## src/rtl/antirrebote_pkg.sv

```systemverilog
// Shared state encoding and 12 MHz default timing for the button debouncer.
// Latency: n/a (declarations only).
// Backpressure: n/a.
package antirrebote_pkg;

  typedef enum logic [1:0] {
    REL       = 2'd0,
    PRESS_CHK = 2'd1,
    HELD      = 2'd2,
    REL_CHK   = 2'd3
  } canal_state_t;

  // Default timing for a 12 MHz clk.
  localparam int unsigned CLK_HZ         = 12_000_000;
  localparam int unsigned DEB_TICKS_DEF  = 120_000;    // 10 ms
  localparam int unsigned REP_DELAY_DEF  = 6_000_000;  // 0.5 s
  localparam int unsigned REP_PERIOD_DEF = 1_200_000;  // 0.1 s

  // Counter width: ceiling log2 of the largest value to be counted, at least 1 bit.
  function automatic int cnt_width(input int unsigned max_val);
    return (max_val <= 1) ? 1 : $clog2(max_val);
  endfunction

endpackage

```

## src/rtl/antirrebote_canal.sv

```systemverilog
// One button channel: 2-flop synchronizer, debounce FSM, auto-repeat timer.
// Latency: pulse strobe (combinational) on the edge that enters HELD, 2 + DEB_TICKS cycles after the raw rise.
// Backpressure: none; free-running, strobes are never held off or deferred.
module antirrebote_canal
  import antirrebote_pkg::*;
#(
  parameter int unsigned DEB_TICKS  = DEB_TICKS_DEF,
  parameter int unsigned REP_DELAY  = REP_DELAY_DEF,
  parameter int unsigned REP_PERIOD = REP_PERIOD_DEF,
  parameter bit          REP_EN     = 1'b1
) (
  input  logic clk,
  input  logic reset,
  input  logic btn,
  output logic pulse,
  output logic held
);

  localparam int          DW       = cnt_width(DEB_TICKS);
  localparam int unsigned REP_MAX  = (REP_DELAY > REP_PERIOD) ? REP_DELAY : REP_PERIOD;
  localparam int          RW       = cnt_width(REP_MAX);
  localparam logic [DW-1:0] DEB_LAST = DW'(DEB_TICKS - 1);
  localparam logic [RW-1:0] DLY_LAST = RW'(REP_DELAY - 1);
  localparam logic [RW-1:0] PER_LAST = RW'(REP_PERIOD - 1);

  logic          sync_1, sync_2;
  canal_state_t  state_q, state_d;
  logic [DW-1:0] deb_cnt_q, deb_cnt_d;
  logic [RW-1:0] rep_cnt_q, rep_cnt_d;
  logic          rep_rpt_q, rep_rpt_d;  // 0: waiting initial delay, 1: periodic phase
  logic [RW-1:0] rep_last;

  // Two-flop synchronizer; the raw button feeds nothing else.
  always_ff @(posedge clk) begin
    if (reset) begin
      sync_1 <= 1'b0;
      sync_2 <= 1'b0;
    end else begin
      sync_1 <= btn;
      sync_2 <= sync_1;
    end
  end

  // State and counter registers.
  always_ff @(posedge clk) begin
    if (reset) begin
      state_q   <= REL;
      deb_cnt_q <= '0;
      rep_cnt_q <= '0;
      rep_rpt_q <= 1'b0;
    end else begin
      state_q   <= state_d;
      deb_cnt_q <= deb_cnt_d;
      rep_cnt_q <= rep_cnt_d;
      rep_rpt_q <= rep_rpt_d;
    end
  end

  assign rep_last = rep_rpt_q ? PER_LAST : DLY_LAST;

  // Next state, saturating counters and pulse strobe; the repeat timer is cleared outside HELD.
  always_comb begin
    state_d   = state_q;
    deb_cnt_d = deb_cnt_q;
    rep_cnt_d = '0;
    rep_rpt_d = 1'b0;
    pulse     = 1'b0;
    held      = (state_q == HELD) || (state_q == REL_CHK);
    case (state_q)
      REL: begin
        if (sync_2) begin
          state_d   = PRESS_CHK;
          deb_cnt_d = '0;
        end
      end
      PRESS_CHK: begin
        if (!sync_2) begin
          state_d = REL;
        end else if (deb_cnt_q == DEB_LAST) begin
          state_d = HELD;
          pulse   = 1'b1;
        end else begin
          deb_cnt_d = (deb_cnt_q == '1) ? deb_cnt_q : deb_cnt_q + DW'(1);
        end
      end
      HELD: begin
        if (!sync_2) begin
          state_d   = REL_CHK;
          deb_cnt_d = '0;
        end else if (REP_EN) begin
          rep_rpt_d = rep_rpt_q;
          if (rep_cnt_q == rep_last) begin
            pulse     = 1'b1;
            rep_cnt_d = '0;
            rep_rpt_d = 1'b1;
          end else begin
            rep_cnt_d = (rep_cnt_q == '1) ? rep_cnt_q : rep_cnt_q + RW'(1);
          end
        end
      end
      REL_CHK: begin
        if (sync_2) begin
          state_d = HELD;
        end else if (deb_cnt_q == DEB_LAST) begin
          state_d = REL;
        end else begin
          deb_cnt_d = (deb_cnt_q == '1) ? deb_cnt_q : deb_cnt_q + DW'(1);
        end
      end
      default: state_d = REL;
    endcase
  end

endmodule

```

## src/rtl/antirrebote_pulso.sv

```systemverilog
// Two debounced buttons to registered up/down count pulses with auto-repeat.
// Latency: 2 (sync) + DEB_TICKS + 1 cycles from first stable raw 1 to the up/down pulse.
// Backpressure: none; coincident up and down pulses cancel each other and are dropped, never deferred.
module antirrebote_pulso
  import antirrebote_pkg::*;
#(
  parameter int unsigned DEB_TICKS  = DEB_TICKS_DEF,
  parameter int unsigned REP_DELAY  = REP_DELAY_DEF,
  parameter int unsigned REP_PERIOD = REP_PERIOD_DEF,
  parameter bit          REP_EN     = 1'b1
) (
  input  logic clk,
  input  logic reset,
  input  logic btn_up,
  input  logic btn_down,
  output logic up,
  output logic down,
  output logic up_held,
  output logic down_held
);

  logic up_pulse, up_lvl;
  logic dn_pulse, dn_lvl;

  antirrebote_canal #(
    .DEB_TICKS (DEB_TICKS),
    .REP_DELAY (REP_DELAY),
    .REP_PERIOD(REP_PERIOD),
    .REP_EN    (REP_EN)
  ) u_up (
    .clk  (clk),
    .reset(reset),
    .btn  (btn_up),
    .pulse(up_pulse),
    .held (up_lvl)
  );

  antirrebote_canal #(
    .DEB_TICKS (DEB_TICKS),
    .REP_DELAY (REP_DELAY),
    .REP_PERIOD(REP_PERIOD),
    .REP_EN    (REP_EN)
  ) u_down (
    .clk  (clk),
    .reset(reset),
    .btn  (btn_down),
    .pulse(dn_pulse),
    .held (dn_lvl)
  );

  // Output registers; simultaneous pulses are suppressed so the counter never sees up and down together.
  always_ff @(posedge clk) begin
    if (reset) begin
      up        <= 1'b0;
      down      <= 1'b0;
      up_held   <= 1'b0;
      down_held <= 1'b0;
    end else begin
      up        <= up_pulse & ~dn_pulse;
      down      <= dn_pulse & ~up_pulse;
      up_held   <= up_lvl;
      down_held <= dn_lvl;
    end
  end

endmodule
```

## config.mk

```make
export PLATFORM = sky130hd
export DESIGN_NAME = antirrebote_pulso
export DESIGN_NICKNAME = d
export VERILOG_FILES = /design/src/rtl/antirrebote_pkg.sv /design/src/rtl/antirrebote_canal.sv /design/src/rtl/antirrebote_pulso.sv
export SDC_FILE = /design/constraint.sdc
export NUM_CORES = 1
export LEC_CHECK = 0
export BUFFER_PORTS_ARGS = -buffer_cell sky130_fd_sc_hd__buf_2
export CAP_MARGIN = 25
export CORE_MARGIN = 3
export CORE_UTILIZATION = 60
export CTS_CLUSTER_SIZE = 14
export DETAILED_ROUTE_END_ITERATION = 8
export GPL_TIMING_DRIVEN = 0
export PLACE_DENSITY_LB_ADDON = 0.05
export SLEW_MARGIN = 30
export SYNTH_ARGS = -nofsm -noshare
export SYNTH_HDL_FRONTEND = slang
export SYNTH_SLANG_ARGS = --single-unit
```

## constraint.sdc

```tcl
create_clock -name clk -period 3.6 [get_ports clk]
set_input_delay 0.9 -clock clk [delete_from_list [all_inputs] [get_ports clk]]
set_output_delay 0.9 -clock clk [all_outputs]
set_load 0.01 [all_outputs]
```

# Word-level counts from Yosys, hierarchy flattened

Index checks and enable logic that the tools add are counted.

Register bits: 94
Bits in latches: 0
RAM bits: 0
ROM bits: 0
Memories: 0

Add/subtract/negate cells: 4
Multipliers: 0
Div/mod/pow operators: 0
Magnitude comparators: 0
Equality and inequality tests: 26
Shift operators: 0
Mux-type cells: 40
Bitwise logic cells: 8
Reductions and logical operators: 12

Operators with widths:

| operator                | count |
|---|---|
| $mux W17                | 12 |
| $pmux W17 S4            | 2 |
| $eq A17 B17 Y1 const B  | 4 |
| $add A23 B1 Y23 const B | 2 |
| $eq A23 B23 Y1          | 2 |
| $eq A23 B23 Y1 const B  | 2 |
| $mux W23                | 2 |
| $add A17 B1 Y17 const B | 2 |
| $mux W2                 | 12 |
| $pmux W2 S4             | 2 |
| $reduce_and A4 Y1       | 4 |
| $eq A2 B2 Y1 const B    | 4 |
| $mux W1                 | 8 |
| $ne A2 B1 Y1 const B    | 4 |
| $ne A2 B2 Y1 const B    | 4 |
| $reduce_or A4 Y1        | 2 |
| $ne A3 B2 Y1 const B    | 2 |
| $ne A3 B3 Y1 const B    | 2 |
| $not A1 Y1              | 6 |
| $reduce_or A3 Y1        | 2 |
| $eq A2 B1 Y1 const B    | 2 |
| $logic_not A2 Y1        | 2 |
| $pmux W1 S2             | 2 |
| $and A1 B1 Y1           | 2 |
| $logic_or A1 B1 Y1      | 2 |

# Logic depth before layout (Yosys ltp)

Gate-level depths: netlist of run 1.

Word-level depth: 7
Mapped depth: 11
Depth with buffers taken out: 10

# Hierarchy

A second synthesis of run 1 with hierarchy kept.

Cell total of the unflattened synthesis: 609
Area total of the unflattened synthesis: 5,238.8 sq um

By module, submodules not included:

| module                      | times used | cells an instance | area an instance (sq um) | sequential area each (sq um) |
|---|---|---|---|---|
| antirrebote_canal at u_down | 1          | 297               | 2,571.2                  | 900.9 |
| antirrebote_canal at u_up   | 1          | 304               | 2,560.0                  | 900.9 |
| antirrebote_pulso           | 1          | 8                 | 107.6                    | 80.1 |

# Worst setup path before layout of run 1

No wires, ideal clock.

Path type: reg2reg
Start: register u_up.deb_cnt_q[0]
End: register u_up.deb_cnt_q[4]
Library setup time: 0.071 ns
Arrival time: 2.766 ns
Data required time: 3.529 ns
Path slack: 0.763 ns
Cell stages (with the launch flop): 12
Path buffers: 1
Clock period less this slack: 2.837 ns
Path through: dfxtp_1 > ha_1 > and2_1 > and3_1 > clkbuf_1 > and4_1 > ha_1 > a2111oi_0 > a21oi_1 > or3_1 > mux2_2 > a21oi_1

Cells in the longest elaborated chain, start to end: 5

RTL lines:

| what                                              | line                                              | RTL |
|---|---|---|
| from (decl)                                       | antirrebote_canal.sv:28                           | `logic [DW-1:0] deb_cnt_q, deb_cnt_d;` |
| from (signal assigned)                            | antirrebote_canal.sv:53                           | `deb_cnt_q <= deb_cnt_d;` |
| $add A17 B1 Y17 or $eq A17 B17 Y1 (tied branches) | antirrebote_canal.sv:83, antirrebote_canal.sv:107 |  |
| $mux W17                                          | antirrebote_canal.sv:83, antirrebote_canal.sv:107 |  |
| $mux W17 *                                        | antirrebote_canal.sv:79, antirrebote_canal.sv:104 |  |
| $mux W17, on equally long branches                | antirrebote_canal.sv:102, antirrebote_canal.sv:77 |  |
| $pmux W17 S4 *                                    | antirrebote_canal.sv:69                           | `case (state_q)` |

Mark *: on every way between the ends. The rest lies on a longest branch, timed or not. The select of a mux whose other input is x is not followed.
A chain may end at the register's enable or synchronous reset.

# Worst setup path after layout of run 1

Start: register u_up.deb_cnt_q[0]
End: register u_up.deb_cnt_q[10]

Same word-level chain as after synthesis.

==> results of run 1 <==
==> per-stage QoR <==
stage,instances,hold WS (ns),utilization,power (mW)
finish,738,0.445,0.685,2.10
global route,738,0.460,0.685,2.18
CTS,738,0.448,0.685,2.12
detailed placement,722,0.429,0.654,1.27
global placement,722,0.429,0.654,1.27
floorplan,614,0.414,-,1.22
==> how the worst max path moves through the flow <==
stage                         end  depth (start not counted)  slack [ns]
2_1_floorplan   u_up.deb_cnt_q[4]                         11        0.76
3_3_place_gp    u_up.deb_cnt_q[6]                         11        0.43
3_5_place_dp    u_up.deb_cnt_q[7]                         11        0.32
4_1_cts        u_up.deb_cnt_q[10]                         11        0.26
5_1_grt        u_up.deb_cnt_q[12]                         11        0.06
6_report       u_up.deb_cnt_q[10]                         11        0.25
==> per-layer routing <==
| layer | vias up | GRT usage | wire [um] |
|---|---|---|---|
| met5 | - | 0 | 0 |
| met4 | 0 | 0.0799 | 166 |
| met3 | 16 | 0.0350 | 558 |
| met2 | 142 | 0.385 | 5180 |
| met1 | 2214 | 0.339 | 5510 |
| li1 | 2357 | - | - |
==> registers in the layout (all words and copies together), names as in the netlist, named ones only <==
name,cells
down,1
down_held,1
u_down.deb_cnt_q,17
u_down.rep_cnt_q,23
u_down.rep_rpt_q,1
u_down.state_q,1
u_down.sync_1,1
u_down.sync_2,1
u_up.deb_cnt_q,17
u_up.rep_cnt_q,23
u_up.rep_rpt_q,1
u_up.state_q,1
u_up.sync_1,1
u_up.sync_2,1
up,1
up_held,1
==> report_power, final <==
part,switching (mW),total [mW],internal (mW)
clock network,0.384,0.851,0.467
registers,0.0129,1.06,1.05
logic,0.128,0.189,0.0613
total,0.525,2.10,1.58
==> cells in the final DEF, fill, tap and decap left out, drive strengths merged, types with 9 or more instances in the layout <==
cell	count
a21oi	52
and2	9
and3	19
buf	13
clkbuf	27
dfxtp	94
ha	14
inv	12
nand2	39
nand3	31
nand4	31
nor2	62
nor3	13
nor4	10
o21ai	35
or3	23
xnor2	16
xor2	12
==> logic make-up after synthesis <==
family	Yosys count	synth area share
buffers and inverters	34	0.0292
flip-flops	94	0.372
XOR/XNOR	28	0.0485
multiplexers	6	0.0121
AO/OA/AOI/OAI	148	0.186
AND/OR/NAND/NOR	290	0.317
adder cells (fa/ha/maj)	14	0.0346
==> area by class of cell <==
type / count / share of cell area
timing repair buffer: 6 / 0.00550
multi-input combinational: 486 / 0.555
sequential: 94 / 0.345
clock inverter: 6 / 0.0211
buffer: 24 / 0.0202
clock buffer: 10 / 0.0234
inverter: 10 / 0.00688
tap: 102 / 0.0234
==> worst max-delay path: cells and delay by family, from the launching register on <==
family / cells / cell delay [ns]
AOI/OAI and AO/OA: 3 / 0.96
adders and majority gates: 2 / 0.48
buffers and inverters: 1 / 0.15
DFF: 1 / 0.38
and+or+nand+nor: 5 / 1.29
==> key figures, run 1 <==
Cells and area
  • Post-route cell area: roughly 5500 um2
  • Ant diodes: 0
  • Layout cells sized above 1: 0.0535
  • Area occupied by multi-input gates: slightly above 3000 um2
  • Final #Nets: 649
  • Area growth syn-to-layout: 7.92%
  • FILL cells: between 600 and 700
  • Reg area: approximately 1900 um2

Worst hold path
  • Hold-critical path depth: 1
  • Hold crit path type: reg -> reg
  • Hold Crit Start: u_down.sync_1
  • Hold Path End: u_down.sync_2

CTS
  • CTS Buf Count: 9
  • Root Buffer: clkbuf_8
  • Worst-path clk slew: 0.10 ns
  • Clk sink count: between 90 and 100
  • Clock Path Buffers: 2
  • CTS Hold Buffers Added: 0
  • TritonCTS clock tree: yes
  • H-tree levels: 3
  • Post-CTS Resized: 0
  • Post-CTS setup repair buffer count: 0
  • Clk Latency, worst-skew pair: between 0.3 and 0.4 ns

Global routing
  • Initial antenna violation count: 0
  • Global-route wire length before repair: around 20000 um
  • Largest net degree at the start of global routing: 17
  • GRT Overall Usage: 0.242
  • Vias in the first global route: approximately 4400
  • Gr ovfl total: 0

Die
  • Die width: approximately 98 um
  • Row count: 32
  • Starting Density: 0.635
  • Die extent in y: about 98 um
  • Io pins: 8
  • Core ar.: 7970 um2
  • Die footprint: 9560 um2

Worst setup path
  • Worst setup path startpoint: u_up.deb_cnt_q[0]
  • Worst reg2reg path startpoint: u_up.deb_cnt_q[0]
  • Reg2reg path depth: 11
  • CP Data Required Time: between 3 and 4 ns
  • Critical setup path kind: reg -> reg
  • Worst R2R Setup Slack: 0.25 ns
  • Slowest-stage cell, CP: nor2_1
  • Worst-path cell chain: ha_1 -> and2_1 -> and3_1 -> clkbuf_1 -> and4_1 -> ha_1 -> a2111oi_0 -> a21oi_1 -> nor2_1 -> nand4b_1 -> a21oi_1
  • Data arrival time of the worst path: approximately 3.6 ns
  • FF-to-FF End: u_up.deb_cnt_q[10]
  • Critical path fanouts, max: 10
  • Critical Path Max Stage Delay: 0.53 ns
  • Critical Path Source Type: flop
  • CP Capture Type: flop

STA
  • Layout Skew: roughly 0.019 ns
  • Worst-margin pin slew: between 0.8 and 0.9 ns
  • Final hold violation count: 0
  • RSZ-0062 raised after global routing: no
  • Max Fclk: slightly below 300 MHz
  • Max-slew violations: 0
  • Tcrit/Tclk final: 0.932
  • Post-route setup TNS: 0 ns
  • Worst relative slew slack: 0.419
  • Final worst slack: between 0.2 and 0.25 ns
  • Final setup vio count: 0
  • Min cycle time layout: ~3.4 ns

Drt
  • Routed vias/inst: approximately 6.4
  • Final WL: roughly 11000 um
  • Vias: approximately 4700
  • Drc violations: 0
  • Antenna Violating Nets Remaining: 0
  • DRT Pass-1 Iters: 5
  • Starting DRT DRC Count: roughly 220
  • Average wire per cell in the routed design: around 15 um

Synth
  • Count leader, synth: dfxtp_1
  • Yosys reg bits: 94
  • Post-synth EDFFs: 0
  • Synth top area cells: dfxtp_1, a21oi_1, nor2_1, nand4_1, ha_1
  • Yosys cell types: 64
  • Synth Cell Area: around 5000 um2
  • Yosys top cell area share: 0.372
  • Avg Inst Size Synth: 8.23 um2
  • Synth Flop Type: dfxtp_1
  • Post-Syn Instances: approximately 600
  • Commonest cells post-synth: dfxtp_1, nor2_1, a21oi_1
  • Synth warnings: 0
  • Syn nets: 632
  • Seq/Total Area, Yosys: 0.372
  • Cell taking the most area after synthesis: dfxtp_1
  • Async SR Flop Fraction: 0

Place
  • Post-DP HPWL: roughly 8000 um
  • DP Area: about 5200 um2
  • Placement Setup Slack: roughly 0.32 ns
  • Final GP Congestion: about 0.95
  • # port buffers: 6

Pwr
  • Peak supply drop: roughly 0.25 mV
  • Pleak: 1.70 nW
  • PwrDens: 385 nW/um2

Outcome
  • Outcome: finished clean

Job
  • Max-cap violations: 0
Note: power is estimated with default switching activity, not from simulation.
==> run 2, diff against run 1 <==
--- a/config.mk
+++ b/config.mk
@@ -6,13 +6,15 @@
 export NUM_CORES = 1
 export LEC_CHECK = 0
 export BUFFER_PORTS_ARGS = -buffer_cell sky130_fd_sc_hd__buf_2
-export CAP_MARGIN = 25
+export CAP_MARGIN = 10
 export CORE_MARGIN = 3
 export CORE_UTILIZATION = 60
 export CTS_CLUSTER_SIZE = 14
 export DETAILED_ROUTE_END_ITERATION = 8
+export GPL_ROUTABILITY_DRIVEN = 0
 export GPL_TIMING_DRIVEN = 0
 export PLACE_DENSITY_LB_ADDON = 0.05
+export REMOVE_ABC_BUFFERS = 1
 export SLEW_MARGIN = 30
 export SYNTH_ARGS = -nofsm -noshare
 export SYNTH_HDL_FRONTEND = slang
==> key figures, run 2 (same netlist as run 1, synthesis figures left out) <==
STA
  • Worst-margin pin slew: 0.877 ns (+0.0270 ns)
  • RSZ-0062 raised after global routing: no
  • Final hold violation count: 0 (unchanged)
  • Max Fclk: 313 MHz (+5.0%)
  • Worst relative slew slack: 0.411 (-0.00777)
  • Max-slew violations: 0 (unchanged)
  • Min cycle time layout: 3.20 ns (-0.159 ns)
  • Final setup vio count: 0 (unchanged)
  • Tcrit/Tclk final: 0.888 (-0.0442)
  • Post-route setup TNS: 0 ns (unchanged)
  • Layout Skew: 0.0107 ns (-0.00813 ns)

Global routing
  • Global-route wire length before repair: 19000 um (-4.7%)
  • Largest net degree at the start of global routing: 46 (+29)
  • GRT Overall Usage: 0.231 (-0.0106)
  • Initial antenna violation count: 0 (unchanged)
  • Vias in the first global route: 4245 (-3.0%)
  • Gr ovfl total: 0 (unchanged)

Place
  • Post-DP HPWL: 7290 um (-9.2%)
  • Inst Count DP: 699 (-3.2%)
  • # port buffers: 7 (+1)
  • DP Area: 5120 um2 (-1.8%)

Cells and area
  • Post-route cell area: 5310 um2 (-2.7%)
  • Most frequent cells in the layout: dfxtp_1, nor2_1, a21oi_1
  • Commonest non-fill, non-tap cell in the layout: dfxtp_1
  • Layout cells sized above 1: 0.0475 (-0.00592)
  • Final #Nets: 626 (-3.5%)
  • Area growth syn-to-layout: 5.02%
  • Non-filler cells in the finished layout: 712 (-3.5%)
  • Ant diodes: 0 (unchanged)
  • Biggest registers after layout: u_down.rep_cnt_q (23), u_up.rep_cnt_q (23)
  • Final Core Density: 0.666 (-0.0184)

Outcome
  • Outcome: finished clean

CTS
  • Post-CTS setup repair buffer count: 0 (unchanged)
  • TritonCTS clock tree: yes
  • Clock Path Buffers: 2 (unchanged)
  • Clk Latency, worst-skew pair: 0.36 ns (about the same)
  • CTS Buf Count: 9 (unchanged)
  • CTS Hold Buffers Added: 0 (unchanged)
  • Clk sink count: 94 (unchanged)
  • Worst-path clk slew: 0.08 ns (-0.02 ns)
  • Post-CTS Resized: 0 (unchanged)
  • H-tree levels: 3 (unchanged)
  • Root Buffer: clkbuf_8

Die
  • Die width: 97.8 um (unchanged)
  • Die footprint: 9560 um2 (unchanged)
  • Row count: 32 (unchanged)
  • Io pins: 8 (unchanged)
  • Die extent in y: 97.8 um (unchanged)
  • Starting Density: 0.635 (unchanged)
  • Core ar.: 7970 um2 (unchanged)

Worst hold path
  • Hold crit path type: reg -> reg

Worst setup path
  • Worst R2R Setup Slack: 0.40 ns (+0.16 ns)
  • Data arrival time of the worst path: 3.48 ns (-0.15 ns)
  • Critical setup path kind: reg -> reg
  • Critical path fanouts, max: 10 (unchanged)
  • CP Capture Type: flop
  • CP Data Required Time: 3.88 ns (about the same)
  • Critical Path Source Type: flop

Drt
  • Final WL: 10700 um (-6.3%)
  • Vias: 4599 (-2.7%)
  • DRT Pass-1 Iters: 5 (unchanged)
  • Drc violations: 0 (unchanged)
  • Starting DRT DRC Count: 193 (-14%)
  • Routed vias/inst: 6.46 (+0.80%)
  • Average wire per cell in the routed design: 15.0 um (-2.8%)
  • Antenna Violating Nets Remaining: 0 (unchanged)

Pwr
  • Peak supply drop: 0.302 mV (+21%)
  • PwrDens: 362 nW/um2 (-6.0%)
  • Overall power: 1.92 mW (-8.5%)
  • Pleak: 1.65 nW (-2.8%)

Job
  • Max-cap violations: 0 (unchanged)
run 2: final timing paths:
| kind | from | end | depth (start not counted) |
|---|---|---|---|
| setup / recovery | u_up.deb_cnt_q[0] | u_up.deb_cnt_q[6] | 10 |
| hold / removal | u_up.sync_1 | u_up.sync_2 | 1 |
| setup reg to reg | u_up.deb_cnt_q[0] | u_up.deb_cnt_q[6] | 10 |
| hold reg to reg | u_up.sync_1 | u_up.sync_2 | 1 |
run 2: worst max-delay path, stage by stage, from the launching register on:
cell and delay, ns:
dfxtp_1 0.36, ha_1 0.26, and2_1 0.19, and3_1 0.23
and4_1 0.22, ha_1 0.20, a2111oi_0 0.52, a21oi_1 0.30
nor2_1 0.52, nand4b_1 0.16, a21oi_1 0.16
run 2: final cells by class:
cell class | count | area (um2)
Clock buffer | 10 | 138
Clock inverter | 3 | 47.5
Sequential cell | 94 | 1880
Fill cell | 716 | 2660
Tap cell | 102 | 128
Multi-Input combinational cell | 486 | 3040
Inverter | 10 | 37.5
Timing Repair Buffer | 7 | 35.0
run 2: per-stage QoR:
stage / hold WS, ns / setup WS [ns]
after floorplan: 0.414 / 0.841
after global placement: 0.430 / 0.519
after detailed placement: 0.445 / 0.457
after CTS: 0.462 / 0.426
after global routing: 0.477 / 0.126
final: 0.459 / 0.405
run 2: report_power, final:
part | internal (mW) | switching [mW] | leakage, nW
clock network | 0.331 | 0.349 | 0.0943
registers | 1.05 | 0.0127 | 0.758
logic | 0.0586 | 0.123 | 0.800
total | 1.44 | 0.484 | 1.65
run 2: metal layers:
layer,track usage,up-vias,share of wire
met2,0.366,125,0.47
li1,-,2320,-
met1,0.318,2148,0.48
met4,0.0596,0,0.0064
met5,0,-,0
met3,0.0571,6,0.049
